==> src/rtl/fifo_uart_tx.sv <==
// Fifo drain stage: pops one word per frame and sends it as async UART.
// Optional even parity bit when FIFO_UART_TX_PARITY_EN is defined.
module fifo_uart_tx #(
    parameter int WIDTH        = 8,
    parameter int CLKS_PER_BIT = 16,
    parameter int STOP_BITS    = 1
) (
    input  logic             i_clk,
    input  logic             i_nrst,
    input  logic [WIDTH-1:0] i_fifo_data,
    input  logic             i_fifo_empty,
    output logic             o_fifo_read,
    output logic             o_tx,
    output logic             o_busy
);
    localparam int BAUD_W = $clog2(CLKS_PER_BIT);
    localparam int BIT_W  = $clog2(WIDTH + 1);

    localparam logic [BAUD_W-1:0] BAUD_LAST = BAUD_W'(CLKS_PER_BIT - 1);
    localparam logic [BIT_W-1:0]  DATA_LAST = BIT_W'(WIDTH - 1);
    localparam logic [BIT_W-1:0]  STOP_LAST = BIT_W'(STOP_BITS - 1);

    generate
        if (CLKS_PER_BIT < 2) begin : g_bad_cpb
            $error("CLKS_PER_BIT must be >= 2");
        end
        if (STOP_BITS != 1 && STOP_BITS != 2) begin : g_bad_stop
            $error("STOP_BITS must be 1 or 2");
        end
    endgenerate

`ifdef FIFO_UART_TX_PARITY_EN
    typedef enum logic [2:0] {
        IDLE, START, DATA, PARITY, STOP
    } state_t;
`else
    typedef enum logic [2:0] {
        IDLE, START, DATA, STOP
    } state_t;
`endif

    state_t            r_state;
    logic [BAUD_W-1:0] r_baud;
    logic [BIT_W-1:0]  r_bit;
    logic [WIDTH-1:0]  r_shift;
    logic              r_tx;
    logic              r_busy;
`ifdef FIFO_UART_TX_PARITY_EN
    logic              r_parity;
`endif

    logic w_bit_end;
    logic w_last_stop;
    logic w_pop;

    assign w_bit_end   = (r_baud == BAUD_LAST);
    assign w_last_stop = (r_state == STOP) && w_bit_end &&
                         (r_bit == STOP_LAST);
    // Held off during reset so an aborted frame never pops a word.
    assign w_pop       = i_nrst && !i_fifo_empty &&
                         ((r_state == IDLE) || w_last_stop);

    assign o_fifo_read = w_pop;
    assign o_tx        = r_tx;
    assign o_busy      = r_busy;

    always_ff @(posedge i_clk or negedge i_nrst) begin
        if (!i_nrst) begin
            r_state  <= IDLE;
            r_baud   <= '0;
            r_bit    <= '0;
            r_shift  <= '0;
            r_tx     <= 1'b1;
            r_busy   <= 1'b0;
`ifdef FIFO_UART_TX_PARITY_EN
            r_parity <= 1'b0;
`endif
        end else begin
            if (r_state == IDLE || w_bit_end) begin
                r_baud <= '0;
            end else begin
                r_baud <= r_baud + 1'b1;
            end

            case (r_state)
                IDLE: begin
                    r_bit <= '0;
                    if (w_pop) begin
                        r_shift  <= i_fifo_data;
`ifdef FIFO_UART_TX_PARITY_EN
                        r_parity <= ^i_fifo_data;
`endif
                        r_state  <= START;
                        r_tx     <= 1'b0;
                        r_busy   <= 1'b1;
                    end
                end

                START: begin
                    if (w_bit_end) begin
                        r_state <= DATA;
                        r_bit   <= '0;
                        r_tx    <= r_shift[0];
                        r_shift <= r_shift >> 1;
                    end
                end

                DATA: begin
                    if (w_bit_end) begin
                        if (r_bit == DATA_LAST) begin
                            r_bit   <= '0;
`ifdef FIFO_UART_TX_PARITY_EN
                            r_state <= PARITY;
                            r_tx    <= r_parity;
`else
                            r_state <= STOP;
                            r_tx    <= 1'b1;
`endif
                        end else begin
                            r_bit   <= r_bit + 1'b1;
                            r_tx    <= r_shift[0];
                            r_shift <= r_shift >> 1;
                        end
                    end
                end

`ifdef FIFO_UART_TX_PARITY_EN
                PARITY: begin
                    if (w_bit_end) begin
                        r_state <= STOP;
                        r_bit   <= '0;
                        r_tx    <= 1'b1;
                    end
                end
`endif

                STOP: begin
                    if (w_bit_end) begin
                        if (r_bit == STOP_LAST) begin
                            r_bit <= '0;
                            // Chain straight into the next start bit.
                            if (w_pop) begin
                                r_shift  <= i_fifo_data;
`ifdef FIFO_UART_TX_PARITY_EN
                                r_parity <= ^i_fifo_data;
`endif
                                r_state  <= START;
                                r_tx     <= 1'b0;
                            end else begin
                                r_state  <= IDLE;
                                r_tx     <= 1'b1;
                                r_busy   <= 1'b0;
                            end
                        end else begin
                            r_bit <= r_bit + 1'b1;
                        end
                    end
                end

                default: begin
                    r_state <= IDLE;
                    r_bit   <= '0;
                    r_tx    <= 1'b1;
                    r_busy  <= 1'b0;
                end
            endcase
        end
    end
endmodule

==> config.mk <==
export PLATFORM = sky130hd
export DESIGN_NAME = fifo_uart_tx
export DESIGN_NICKNAME = d
export VERILOG_FILES = /design/src/rtl/fifo_uart_tx.sv
export SDC_FILE = /design/constraint.sdc
export NUM_CORES = 1
export LEC_CHECK = 0
export ABC_CLOCK_PERIOD_IN_PS = 2100
export BUFFER_PORTS_ARGS = -buffer_cell sky130_fd_sc_hd__buf_2
export CORE_MARGIN = 4
export CORE_UTILIZATION = 43
export CTS_CLUSTER_DIAMETER = 200
export DETAILED_ROUTE_END_ITERATION = 8
export PLACE_DENSITY_LB_ADDON = 0.3
export REMOVE_ABC_BUFFERS = 1
export SKIP_CTS_REPAIR_TIMING = 1
export SYNTH_ARGS = -nofsm -noshare
export SYNTH_HDL_FRONTEND = slang
export SYNTH_SLANG_ARGS = --single-unit
export TNS_END_PERCENT = 50
==> constraint.sdc <==
create_clock -name i_clk -period 2.1 [get_ports i_clk]
set_input_delay 0.105 -clock i_clk [delete_from_list [all_inputs] [get_ports i_clk]]
set_output_delay 0.105 -clock i_clk [all_outputs]
set_load 0.005 [all_outputs]
# Word level (Yosys, flattened, before mapping)
# Cells that the tools add are included.
# totals
memories,0
latch_bits,0
out_inout_bits,3
romBits,0
mem_bits_rw,0
reg_bits,21
wordCells,73
in_bits,11
# classes
reduce_logical,16
n_shift,0
div_mod_pow,0
n_eq_ne,13
n_addsub,2
order_cmp,0
muxes,35
multipliers,0
bitwise,1
# op_table
cell,n
$mux 8,6
$pmux 8 s4,1
$mux 4,6
$mux 3,6
$ne 2x2->1 const B,7
$mux 1,12
$pmux 3 s4,1
$pmux 4 s3,1
$reduce_and 6->1,2
$reduce_and 5->1,2
$add 4x1->4 const B,2
$eq 3x2->1 const B,2
$eq 4x3->1 const B,1
$eq 4x4->1 const B,1
$logic_and 1x1->1,4
$logic_not 4->1,1
$pmux 1 s4,1
$reduce_bool 4->1,1
$eq 3x1->1 const B,1
$logic_not 3->1,1
$pmux 1 s3,1
$reduce_and 3->1,1
$logic_or 1x1->1,2
$ne 2x1->1 const B,1
3 further kinds,3

# Logic depth before layout (Yosys ltp)
# Gate-level depths: netlist (run 1).
# logic_depth
ltp_word,9
ltp_mapped,7
mapped_depth_nobuf,6

# Worst setup path after synthesis (run 1)
# Ideal clock, no wire load.
# synth_path
path_type,register to register
start,reg r_state[0]
end,reg r_shift[0]
path_stages_with_launch,8
t_arrival_ns,1.995
synth_period_minus_slack_ns,2.119
setup_ns,0.125
t_required_ns,1.975
n_path_buf,1
path_slack_ns,-0.019
path_cell_list,dfrtp_1 > inv_1 > ha_1 > clkbuf_1 > inv_1 > a221oi_1 > nor4b_4 > mux2_2
# synth_via
elab_chain_cells,9
elab_cells_between_ends,19
cone_classes,eq/ne: 8; mux: 4; reduce/logical: 7
# synth_lines
element,line,text
from (decl),42,state_t r_state;
from (signal assigned),69,r_state <= IDLE;
from (signal assigned),93,r_state <= START;
from (signal assigned),101,r_state <= DATA;
$eq 3x2->1,"57, 85",
$logic_and 1x1->1 (2 in a row),57,assign w_last_stop = (r_state == STOP) && w_bit_end &&
$logic_or 1x1->1,61,((r_state == IDLE) || w_last_stop);
$logic_and 1x1->1,60,assign w_pop = i_nrst && !i_fifo_empty &&
$mux 8 (3 in a row),-,
$pmux 8 s4,85,case (r_state)
to (signal assigned),89,r_shift <= i_fifo_data;
to (signal assigned),104,r_shift <= r_shift >> 1;
to (signal assigned),122,r_shift <= r_shift >> 1;
to (decl),45,logic [WIDTH-1:0] r_shift;
# Parallel ways exist; a longest one is shown, timed or not. The select of a mux whose other input is x is not followed.
# A chain may end at the register's enable or synchronous reset.

# Worst setup path in the final report (run 1)
# layout_path
start,reg r_state[1]
end,reg r_state[0]
# layout_via
elab_chain_cells,9
elab_cells_between_ends,19
cone_classes,eq/ne: 9; mux: 4; reduce/logical: 6
# layout_lines
element,line,text
$eq 3x2->1,"57, 85",
$logic_and 1x1->1 (2 in a row),57,
$logic_or 1x1->1,61,
$logic_and 1x1->1,60,
$mux 1,142,if (w_pop) begin
$mux 3,139,if (r_bit == STOP_LAST) begin
$mux 3,138,if (w_bit_end) begin
$pmux 3 s4,85,
# Parallel ways exist; a longest one is shown, timed or not. The select of a mux whose other input is x is not followed.

==> results of run 1 <==
## worst register-to-register path, stage by stage (launching register included)
cell and delay [ns]:
dfrtp_1 0.42, inv_1 0.12, ha_2 0.23, or3_1 0.38, a222oi_1 0.37, nand2_1 0.16, mux2_2 0.30
## through the flow
stage                     area [um^2]  instances
final                            1530        175
after detailed placement         1390        166
after floorplan                  1170        108
after global routing             1530        175
after global placement           1390        166
after CTS                        1420        170
## cell type report
class                      count  share of cell area (%)
sequential                    20                    32.8
timing repair buffer          33                    14.5
multi-input combinational     81                    46.1
tap                           30                    2.46
clock buffer                   4                    2.38
inverter                       7                    1.72
## power groups by stage
stage / combinational [uW] / clock (uW) / sequential [uW]
after detailed placement: 33.8 / 0 / 404
after CTS: 33.9 / 234 / 396
after global routing: 39.2 / 250 / 397
after global placement: 32.8 / 0 / 403
after floorplan: 11.9 / 0 / 403
final: 34.5 / 225 / 396
## cells in the final DEF, fill, tap and decap left out, types with 2 or more instances in the layout
cell type / synthesis / routed
ha_1: 7 / 2
a31oi_1: 3 / 3
ha_2: 0 / 3
inv_1: 7 / 6
nor3_1: 3 / 2
clkbuf_4: 0 / 3
nand2_1: 6 / 6
mux2_2: 16 / 16
buf_4: 0 / 18
a21oi_1: 4 / 4
a21o_1: 2 / 2
o21ai_0: 6 / 6
nor2_1: 6 / 6
ha_4: 0 / 2
buf_2: 0 / 13
dfrtp_1: 19 / 19
nand3_1: 4 / 4
## flip-flops by register name, indices dropped and copies added, names as in the netlist
| signal | cells |
|---|---|
| o_tx | 1 |
| r_shift | 8 |
| r_bit | 4 |
| o_busy | 1 |
| r_state | 2 |
| r_baud | 4 |
## metal layers
| metal | up-vias | track usage, % |
|---|---|---|
| met3 | 7 | 3.19 |
| met5 | - | 0 |
| met1 | 499 | 18.9 |
| li1 | 475 | - |
| met2 | 24 | 29.5 |
| met4 | 0 | 5.57 |
## worst max path at each step
| stage | to | slack, ns | cells past startpoint | from |
|---|---|---|---|---|
| 2_1_floorplan | r_shift[0] | -0.08 | 6 | r_state[0] |
| 3_3_place_gp | r_shift[0] | 0.04 | 7 | r_bit[0] |
| 3_5_place_dp | r_shift[5] | -0.05 | 7 | r_state[0] |
| 4_1_cts | r_shift[5] | -0.07 | 7 | r_state[0] |
| 5_1_grt | r_shift[5] | -0.04 | 7 | r_state[1] |
| 6_report | r_state[0] | 0.01 | 6 | r_state[1] |
## cell families (layout without fill, tap and decap cells)
group / count (synthesis) / count (layout) / synth area share (%)
AND/OR/NAND/NOR: 33 / 33 / 17.3
AO/OA/AOI/OAI: 23 / 23 / 12.7
flip-flops: 20 / 20 / 42.3
multiplexers: 17 / 17 / 16.1
buffers and inverters: 11 / 44 / 3.48
adder cells (fa/ha/maj): 7 / 7 / 7.39
XOR/XNOR: 1 / 1 / 0.739
==> impl_metrics.env, run 1 <==
export IMPL_wl_met3_um=120
export IMPL_setup_viol=0
export IMPL_die_h_um=60.5
export IMPL_route_detailed_drc=0
export IMPL_yosysTopAreaCell="dfrtp_1"
export IMPL_required_ns=2.30
export IMPL_worstRegToRegCells=6
export IMPL_ys_warn_count=0
export IMPL_max_freq_mhz=479
export IMPL_antenna_found_initial=0
export IMPL_whs_endpoint="r_shift[2]"
export IMPL_seq_area_um2=502
export IMPL_cp_end_kind="register"
export IMPL_fin_total_pwr_uw=655
export IMPL_cts_tree="yes"
export IMPL_core_area_mm2=0.00254
export IMPL_vias_per_cell=5.74
export IMPL_critPathBufInv=1
export IMPL_reg2reg_slack_ns=0.01
export IMPL_clockPowerShare_pct=34.3
export IMPL_holdPathStages=3
export IMPL_cp_slowest_cell="dfrtp_1"
export IMPL_grt_overflow=0
export IMPL_p_comb_share_pct=5.3
export IMPL_path_class="register to register"
export IMPL_syn_avg_cell_area_um2=10.6
export IMPL_async_flop_share_pct=100
export IMPL_max_slew_worst_pin_slew_ns=0.377
export IMPL_fin_ws_ns=0.0119
export IMPL_num_antenna_cells=0
export IMPL_yosys_cell_count_top_type="dfrtp_1"
export IMPL_wl_met2_mm=1.42
export IMPL_vias=1005
export IMPL_ir_drop_v=0.000300
export IMPL_grt_max_degree=21
export IMPL_postRouteAntennaNets=0
export IMPL_routed_top_layer="met4"
export IMPL_leakage_uw=0.000725
export IMPL_ys_seq_area_share_pct=42.3
export IMPL_cts_max_level=1
export IMPL_synth_flop_cell="dfrtp_1"
export IMPL_hold_path_class="input pin to register"
export IMPL_p_switching_uw=138
export IMPL_netlist_area_mm2=0.00118
export IMPL_drv_slew=0
export IMPL_cts_root_buf="clkbuf_4"
export IMPL_synth_edf_count=0
export IMPL_pre_cts_ws_ns=-0.0473
export IMPL_synth_seq_cells=20
export IMPL_fill_cells=221
export IMPL_grt_pass1_wl_mm=4.40
export IMPL_final_core_util_pct=60.0
export IMPL_design_final_nets=164
export IMPL_max_slew_margin_pct=74.9
export IMPL_initialDrtViolationCount=35
export IMPL_wire_per_inst_um=15.8
export IMPL_critPathMaxFanout=4
export IMPL_synth_area_leaders="dfrtp_1 40%, mux2_2 15%, ha_1 7.4%"
export IMPL_setup_tns_ns=0
export IMPL_internal_power_uw=517
export IMPL_grt_pass1_vias=1006
export IMPL_die_w_um=60.5
export IMPL_cpLargestDelayFamily="simple AND/OR/NAND/NOR gates"
export IMPL_met1_length_mm=1.17
export IMPL_max_stage_delay_ns=0.42
export IMPL_die_area_mm2=0.00366
export IMPL_clk_pin_slew_worst_paths_ns=0.11
export IMPL_place_congestion=0.837
export IMPL_fin_crit_ns=2.09
export IMPL_io_buffers=13
export IMPL_p_seq_share_pct=60.4
export IMPL_synth_cell_types=36
export IMPL_clockBufferDepth=2
export IMPL_r2r_start="r_state[1]"
export IMPL_crit_arrival_ns=2.29
export IMPL_io_pins=14
export IMPL_sw_frac_of_total_pct=21.1
export IMPL_initial_core_util_pct=46.6
export IMPL_fin_crit_sh_pct=99.4
export IMPL_powerDensity_mw_per_mm2=429
export IMPL_wl_mm=2.76
export IMPL_maxCapViolCount=0
export IMPL_critPathLaunchType="register"
export IMPL_rows=18
export IMPL_hpwl_mm=1.98
export IMPL_first_pass_iters=4
export IMPL_multi_input_area_um2=704
export IMPL_yosys_top_cells_count="19 x dfrtp_1, 16 x mux2_2, 7 x ha_1, 7 x inv_1"
export IMPL_hold_viol=0
export IMPL_cts_buffers=3
export IMPL_skew_ns=0.00278
export IMPL_post_synth_inst_count=112
export IMPL_clock_sinks=20
export IMPL_worstSkewPairLatency_ns=0.30
export IMPL_worstReg2RegEnd="r_state[0]"
export IMPL_path_cells="inv_1 > ha_2 > or3_1 > a222oi_1 > nand2_1 > mux2_2"
export IMPL_hp_start="i_fifo_data[2]"
export IMPL_drive_above_1_share_pct=48.3
export IMPL_yosysTopAreaCellShare_pct=40.1
export IMPL_fin_hold_ws_ns=0.150
export IMPL_status="completed"
export IMPL_area_growth_pct=28.9
export IMPL_grt_total_usage_pct=16.2
Note: power is estimated with default switching activity, not from simulation.
==> inputs of run 2 (changes only) <==
--- a/config.mk
+++ b/config.mk
@@ -5,6 +5,7 @@
 export SDC_FILE = /design/constraint.sdc
 export NUM_CORES = 1
 export LEC_CHECK = 0
+export ABC_AREA = 1
 export ABC_CLOCK_PERIOD_IN_PS = 2100
 export BUFFER_PORTS_ARGS = -buffer_cell sky130_fd_sc_hd__buf_2
 export CORE_MARGIN = 4
==> impl_metrics.env, run 2 <==
export IMPL_drive_above_1_share_pct=19.9
export IMPL_antenna_found_initial=0
export IMPL_holdPathStages=5
export IMPL_post_synth_inst_count=158
export IMPL_final_common_cell="nand2_1"
export IMPL_yosys_cell_count_top_type="nand2_1"
export IMPL_netlist_area_mm2=0.00124
export IMPL_p_switching_uw=131
export IMPL_grtUsageMet2_pct=22.7
export IMPL_synth_seq_cells=20
export IMPL_grt_total_usage_pct=14.6
export IMPL_async_flop_share_pct=100
export IMPL_skew_ns=0.00534
export IMPL_clockPowerShare_pct=32.2
export IMPL_design_final_nets=195
export IMPL_critPathMaxFanout=9
export IMPL_hpwl_mm=1.84
export IMPL_ir_drop_v=0.000254
export IMPL_p_seq_share_pct=64.2
export IMPL_cp_end_kind="register"
export IMPL_yosys_top_cells_count="59 x nand2_1, 19 x dfrtp_1, 18 x nand3_1"
export IMPL_io_buffers=13
export IMPL_grtUsageMet3_pct=2.52
export IMPL_synth_simple_gate_area_share_pct=40.2
export IMPL_grtUsageMet1_pct=19.7
export IMPL_powerDensity_mw_per_mm2=434
export IMPL_cts_max_level=1
export IMPL_worstReg2RegEnd="r_shift[2]"
export IMPL_final_cell_mix="59 x nand2_1, 19 x dfrtp_1, 18 x nand3_1"
export IMPL_syn_avg_cell_area_um2=7.84
export IMPL_sw_frac_of_total_pct=21.9
export IMPL_yosysTopAreaCell="dfrtp_1"
export IMPL_whs_endpoint="r_shift[7]"
export IMPL_setup_tns_ns=0
export IMPL_status="completed"
export IMPL_grt_pass1_vias=926
export IMPL_max_freq_mhz=592
export IMPL_synth_flop_cell="dfrtp_1"
export IMPL_path_cells="inv_1 > ha_1 > nor2_4 > nand2_2 > nand2_4 > nand2_4 > nor2_8 > nand2_4 > nand2_1 > nand2_1"
export IMPL_top_register="r_shift"
export IMPL_die_w_um=61.7
export IMPL_max_stage_delay_ns=0.41
export IMPL_synth_mux_area_share_pct=0
export IMPL_leakage_uw=0.000756
export IMPL_internal_power_uw=469
export IMPL_worstRegToRegCells=10
export IMPL_required_ns=2.31
export IMPL_max_slew_worst_pin_slew_ns=0.313
export IMPL_fin_crit_sh_pct=80.4
export IMPL_setup_viol=0
export IMPL_fin_cells=207
export IMPL_ys_warn_count=0
export IMPL_yosysTopAreaCellShare_pct=38.4
export IMPL_cpMostUsedCell="nand2_4"
export IMPL_route_detailed_drc=0
export IMPL_max_slew_margin_pct=79.1
export IMPL_io_pins=14
export IMPL_grt_pass1_wl_mm=4.08
export IMPL_hold_viol=0
export IMPL_rsz0062_at_grt="false"
export IMPL_dpl_cell_count=202
export IMPL_r2r_start="r_state[0]"
export IMPL_wire_per_inst_um=11.5
export IMPL_place_congestion=0.840
export IMPL_first_pass_iters=4
export IMPL_drv_slew=0
export IMPL_grt_busiest_layer="met2"
export IMPL_wl_mm=2.38
export IMPL_synth_edf_count=0
export IMPL_num_antenna_cells=0
export IMPL_worstSkewPairLatency_ns=0.30
export IMPL_synth_area_leaders="dfrtp_1 38%, nand2_1 18%, nand3_1 7.3%"
export IMPL_area_growth_pct=11.5
export IMPL_synth_compound_area_share_pct=7.17
export IMPL_p_comb_share_pct=3.6
export IMPL_crit_arrival_ns=1.90
export IMPL_synth_top_family_by_area="simple AND/OR/NAND/NOR gates"
export IMPL_cp_depth=10
export IMPL_fin_crit_ns=1.69
export IMPL_cpLargestDelayFamily="simple AND/OR/NAND/NOR gates"
export IMPL_die_area_mm2=0.00380
export IMPL_clockBufferDepth=2
export IMPL_cp_slowest_cell="dfrtp_1"
export IMPL_core_area_mm2=0.00276
export IMPL_cts_tree="yes"
export IMPL_clk_pin_slew_worst_paths_ns=0.11
export IMPL_initial_core_util_pct=44.9
export IMPL_postRouteAntennaNets=0
export IMPL_reg2reg_slack_ns=0.41
export IMPL_reg_largest_list="r_shift x8, r_baud x4, r_bit x4"
export IMPL_rows=19
export IMPL_critPathBufInv=1
export IMPL_grt_max_degree=21
export IMPL_cts_root_buf="clkbuf_4"
export IMPL_maxCapViolCount=0
export IMPL_vias_per_cell=5.02
export IMPL_critPathLaunchType="register"
export IMPL_path_class="register to register"
export IMPL_initialDrtViolationCount=29
export IMPL_synth_xor_area_share_pct=0.707
export IMPL_largest_reg_flops=8
export IMPL_hold_path_class="input pin to register"
export IMPL_ys_seq_area_share_pct=40.5
export IMPL_die_h_um=61.7
export IMPL_synthAdderAreaFrac_pct=7.07
export IMPL_clock_sinks=20
export IMPL_synth_cell_types=21
export IMPL_grt_overflow=0
export IMPL_hp_start="i_fifo_data[7]"
export IMPL_cts_buffers=3
export IMPL_vias=1040
==> run 2: logic make-up after synthesis <==
| kind of cell | count (synthesis) |
|---|---|
| and+or+nand+nor | 101 |
| DFF | 20 |
| adders and majority gates | 7 |
| xor gates and xnor gates | 1 |
| AOI/OAI and AO/OA | 15 |
| buffers and inverters | 14 |
==> run 2: worst max-delay path by stage <==
| stage | start | endpoint |
|---|---|---|
| 5_1_grt | r_state[0] | o_fifo_read |
| 6_report | r_state[0] | r_shift[2] |
| 4_1_cts | r_state[1] | o_fifo_read |
| 3_3_place_gp | r_state[0] | r_shift[1] |
| 3_5_place_dp | r_state[0] | r_shift[2] |
| 2_1_floorplan | r_state[0] | r_shift[7] |
==> run 2: layer usage <==
metal  part of all wire, %  wire (um)
met2                    46       1090
met3                   4.1         97
met4                   1.8         43
met5                     0          0
met1                    48       1140
==> run 2: layout make-up <==
type                       count  area [um^2]
clock buffer                   4         26.3
fill                         282         1380
inverter                      13         48.8
multi-input combinational    124          683
sequential                    20          502
tap                           31         38.8
timing repair buffer          15         82.6
==> run 2: worst min-delay path, delay by kind of cell <==
kind / cells / cell delay [ns]
AND/OR/NAND/NOR: 3 / 0.15
buffers and inverters: 2 / 0.13
==> run 2: power by group through the flow <==
| stage | Clock [uW] | Combinational [uW] | Sequential (uW) |
|---|---|---|---|
| after floorplan | 0 | 1.86 | 393 |
| after global placement | 0 | 21.1 | 392 |
| after detailed placement | 0 | 20.9 | 392 |
| after CTS | 196 | 20.8 | 385 |
| after global routing | 215 | 25.4 | 385 |
| final | 193 | 21.5 | 385 |
==> run 2: through the flow <==
step	utilization, %	power (uW)	instance area [um^2]	worst slack (ns)	hold WS (ns)
6_report	50.1	600	1380	0.411	0.115
5_1_grt	50.1	625	1380	0.296	0.113
4_1_cts	49.7	602	1370	0.413	-0.226
3_5_place_dp	48.8	413	1350	0.433	0.108
3_3_place_gp	48.8	414	1350	0.470	0.115
2_1_floorplan	-	394	1230	0.617	-0.191
==> inputs of run 3 (changes only) <==
--- a/config.mk
+++ b/config.mk
@@ -5,8 +5,8 @@
 export SDC_FILE = /design/constraint.sdc
 export NUM_CORES = 1
 export LEC_CHECK = 0
-export ABC_AREA = 1
-export ABC_CLOCK_PERIOD_IN_PS = 2100
+export ABC_AREA = 0
+export ABC_CLOCK_PERIOD_IN_PS = 1600
 export BUFFER_PORTS_ARGS = -buffer_cell sky130_fd_sc_hd__buf_2
 export CORE_MARGIN = 4
 export CORE_UTILIZATION = 43
==> constraint.sdc (replaced) <==
create_clock -name i_clk -period 1.6 [get_ports i_clk]
set_input_delay 0.08 -clock i_clk [delete_from_list [all_inputs] [get_ports i_clk]]
set_output_delay 0.08 -clock i_clk [all_outputs]
set_load 0.005 [all_outputs]
==> impl_metrics.env, run 3 (same netlist as run 1, synthesis figures left out) <==
export IMPL_status="finished, violations left"
export IMPL_violations="setup timing"
export IMPL_crit_arrival_ns=2.24
export IMPL_hold_path_class="input pin to register"
export IMPL_io_pins=14
export IMPL_r2r_start="r_state[1]"
export IMPL_skew_ns=0.0123
export IMPL_path_class="register to register"
export IMPL_fin_ws_ns=-0.450
export IMPL_clk_pin_slew_worst_paths_ns=0.11
export IMPL_fin_total_pwr_uw=821
export IMPL_num_antenna_cells=0
export IMPL_cts_buffers=3
export IMPL_postRouteAntennaNets=0
export IMPL_initialDrtViolationCount=52
export IMPL_rows=18
export IMPL_cp_end_kind="register"
export IMPL_fin_crit_ns=2.05
export IMPL_wl_mm=2.96
export IMPL_critPathMaxFanout=8
export IMPL_worstReg2RegEnd="r_shift[1]"
export IMPL_grt_max_degree=21
export IMPL_required_ns=1.79
export IMPL_drv_slew=0
export IMPL_sw_frac_of_total_pct=21.9
export IMPL_postLayoutCellArea_mm2=0.00175
export IMPL_reg2reg_slack_ns=-0.45
export IMPL_grt_overflow=0
export IMPL_fin_cells=196
export IMPL_grt_pass1_wl_mm=4.49
export IMPL_area_growth_pct=47.7
export IMPL_powerDensity_mw_per_mm2=469
export IMPL_cpLargestDelayFamily="flip-flops"
export IMPL_cts_root_buf="clkbuf_4"
export IMPL_place_congestion=0.801
export IMPL_whs_endpoint="r_shift[4]"
export IMPL_max_slew_worst_pin_slew_ns=0.347
export IMPL_reg_largest_list="r_shift x8, r_baud x4, r_bit x4"
export IMPL_route_detailed_drc=0
export IMPL_path_cells="inv_1 > ha_2 > nor3_4 > a221oi_2 > nor4b_4 > buf_6 > mux2_4"
export IMPL_vias_per_cell=5.54
export IMPL_antenna_found_initial=0
export IMPL_hold_viol=0
export IMPL_final_common_cell="buf_4"
export IMPL_worstSkewPairLatency_ns=0.30
export IMPL_final_cell_mix="38 x buf_4, 19 x dfrtp_1, 13 x buf_2"
export IMPL_die_h_um=60.5
export IMPL_fin_hold_ws_ns=0.129
export IMPL_top_register="r_shift"
export IMPL_die_w_um=60.5
export IMPL_ir_drop_v=0.000406
export IMPL_setup_tns_ns=-5.05
export IMPL_max_freq_mhz=488
export IMPL_fin_crit_sh_pct=128
export IMPL_critPathLaunchType="register"
export IMPL_clockPowerShare_pct=30.3
export IMPL_grt_pass1_vias=1018
export IMPL_wire_per_inst_um=15.1
export IMPL_p_comb_share_pct=6.3
export IMPL_vias=1085
export IMPL_critPathBufInv=2
export IMPL_setup_viol=13
export IMPL_cts_max_level=1
export IMPL_clock_sinks=20
export IMPL_maxCapViolCount=0
export IMPL_drive_above_1_share_pct=56.0
export IMPL_holdPathStages=3
export IMPL_design_final_nets=185
export IMPL_worstRegToRegCells=7
export IMPL_grt_total_usage_pct=16.5
export IMPL_first_pass_iters=4
export IMPL_cts_tree="yes"
export IMPL_dpl_cell_count=184
export IMPL_internal_power_uw=642
export IMPL_p_switching_uw=180
export IMPL_leakage_uw=0.000845
export IMPL_place_area_mm2=0.00152
export IMPL_die_area_mm2=0.00366
export IMPL_p_seq_share_pct=63.4
export IMPL_hpwl_mm=2.01
export IMPL_cp_slowest_cell="dfrtp_1"
export IMPL_max_slew_margin_pct=76.9
export IMPL_max_stage_delay_ns=0.43
export IMPL_rsz0062_at_grt="true"
export IMPL_largest_reg_flops=8
export IMPL_hp_start="i_fifo_data[4]"
export IMPL_core_area_mm2=0.00254
export IMPL_clockBufferDepth=2
export IMPL_io_buffers=13
export IMPL_initial_core_util_pct=46.6
-- run 3: cell count changes in the layout (fill, tap and decap cells not counted), sizes merged, moves of 3 or more --
cell / previous run / this run
nor3: 0 / 3
mux2: 0 / 16
inv: 13 / 7
nand2: 67 / 6
nand3: 20 / 4
a21o: 0 / 3
buf: 14 / 53
nor2: 13 / 6
a31oi: 0 / 3
o21ai: 9 / 6
-- run 3: cell type report --
cell class                      count  area, um^2
Multi-Input combinational cell     81         776
Tap cell                           30        37.5
Fill cell                         195         795
Sequential cell                    20         502
Clock buffer                        4        26.3
Timing Repair Buffer               54         383
Inverter                            7        26.3
-- run 3: routing by layer --
layer | GRT usage [%] | routed length, um | part of all wire, % | up-vias
met3 | 2.77 | 122 | 4.1 | 7
met2 | 26.5 | 1550 | 52 | 30
met1 | 20.8 | 1220 | 41 | 527
li1 | - | - | - | 521
met5 | 0 | 0 | 0 | -
met4 | 9.91 | 72 | 2.4 | 0
-- run 3: worst max path at each step --
stage	cells past startpoint	slack, ns	to	from
after floorplan	6	-0.58	r_shift[0]	r_state[0]
after global placement	7	-0.44	r_shift[1]	r_bit[0]
after detailed placement	7	-0.53	r_shift[1]	r_state[0]
after CTS	7	-0.57	r_shift[1]	r_state[0]
after global routing	7	-0.56	r_state[1]	r_state[1]
final	7	-0.45	r_shift[1]	r_state[1]
-- run 3: per-stage QoR --
stage | utilization [%] | worst slack (ns)
2_1_floorplan | - | -0.576
3_3_place_gp | 59.7 | -0.439
3_5_place_dp | 59.7 | -0.527
4_1_cts | 60.8 | -0.571
5_1_grt | 68.8 | -0.556
6_report | 68.8 | -0.450
-- run 3: worst register-to-register path, delay by kind of cell, from the launching register on --
kind                       cells  cell delay (ns)
DFF                            1             0.43
buffers and inverters          2             0.37
and+or+nand+nor                2             0.33
muxes                          1             0.31
adders and majority gates      1             0.28
AOI/OAI and AO/OA              1             0.22
-- run 3: power by group through the flow --
stage	clock [uW]	combinational [uW]	sequential [uW]
4_1_cts	265	46.5	520
5_1_grt	289	59.6	522
6_report	249	52.1	521
3_5_place_dp	0	46.3	530
2_1_floorplan	0	15.6	529
3_3_place_gp	0	45.1	529
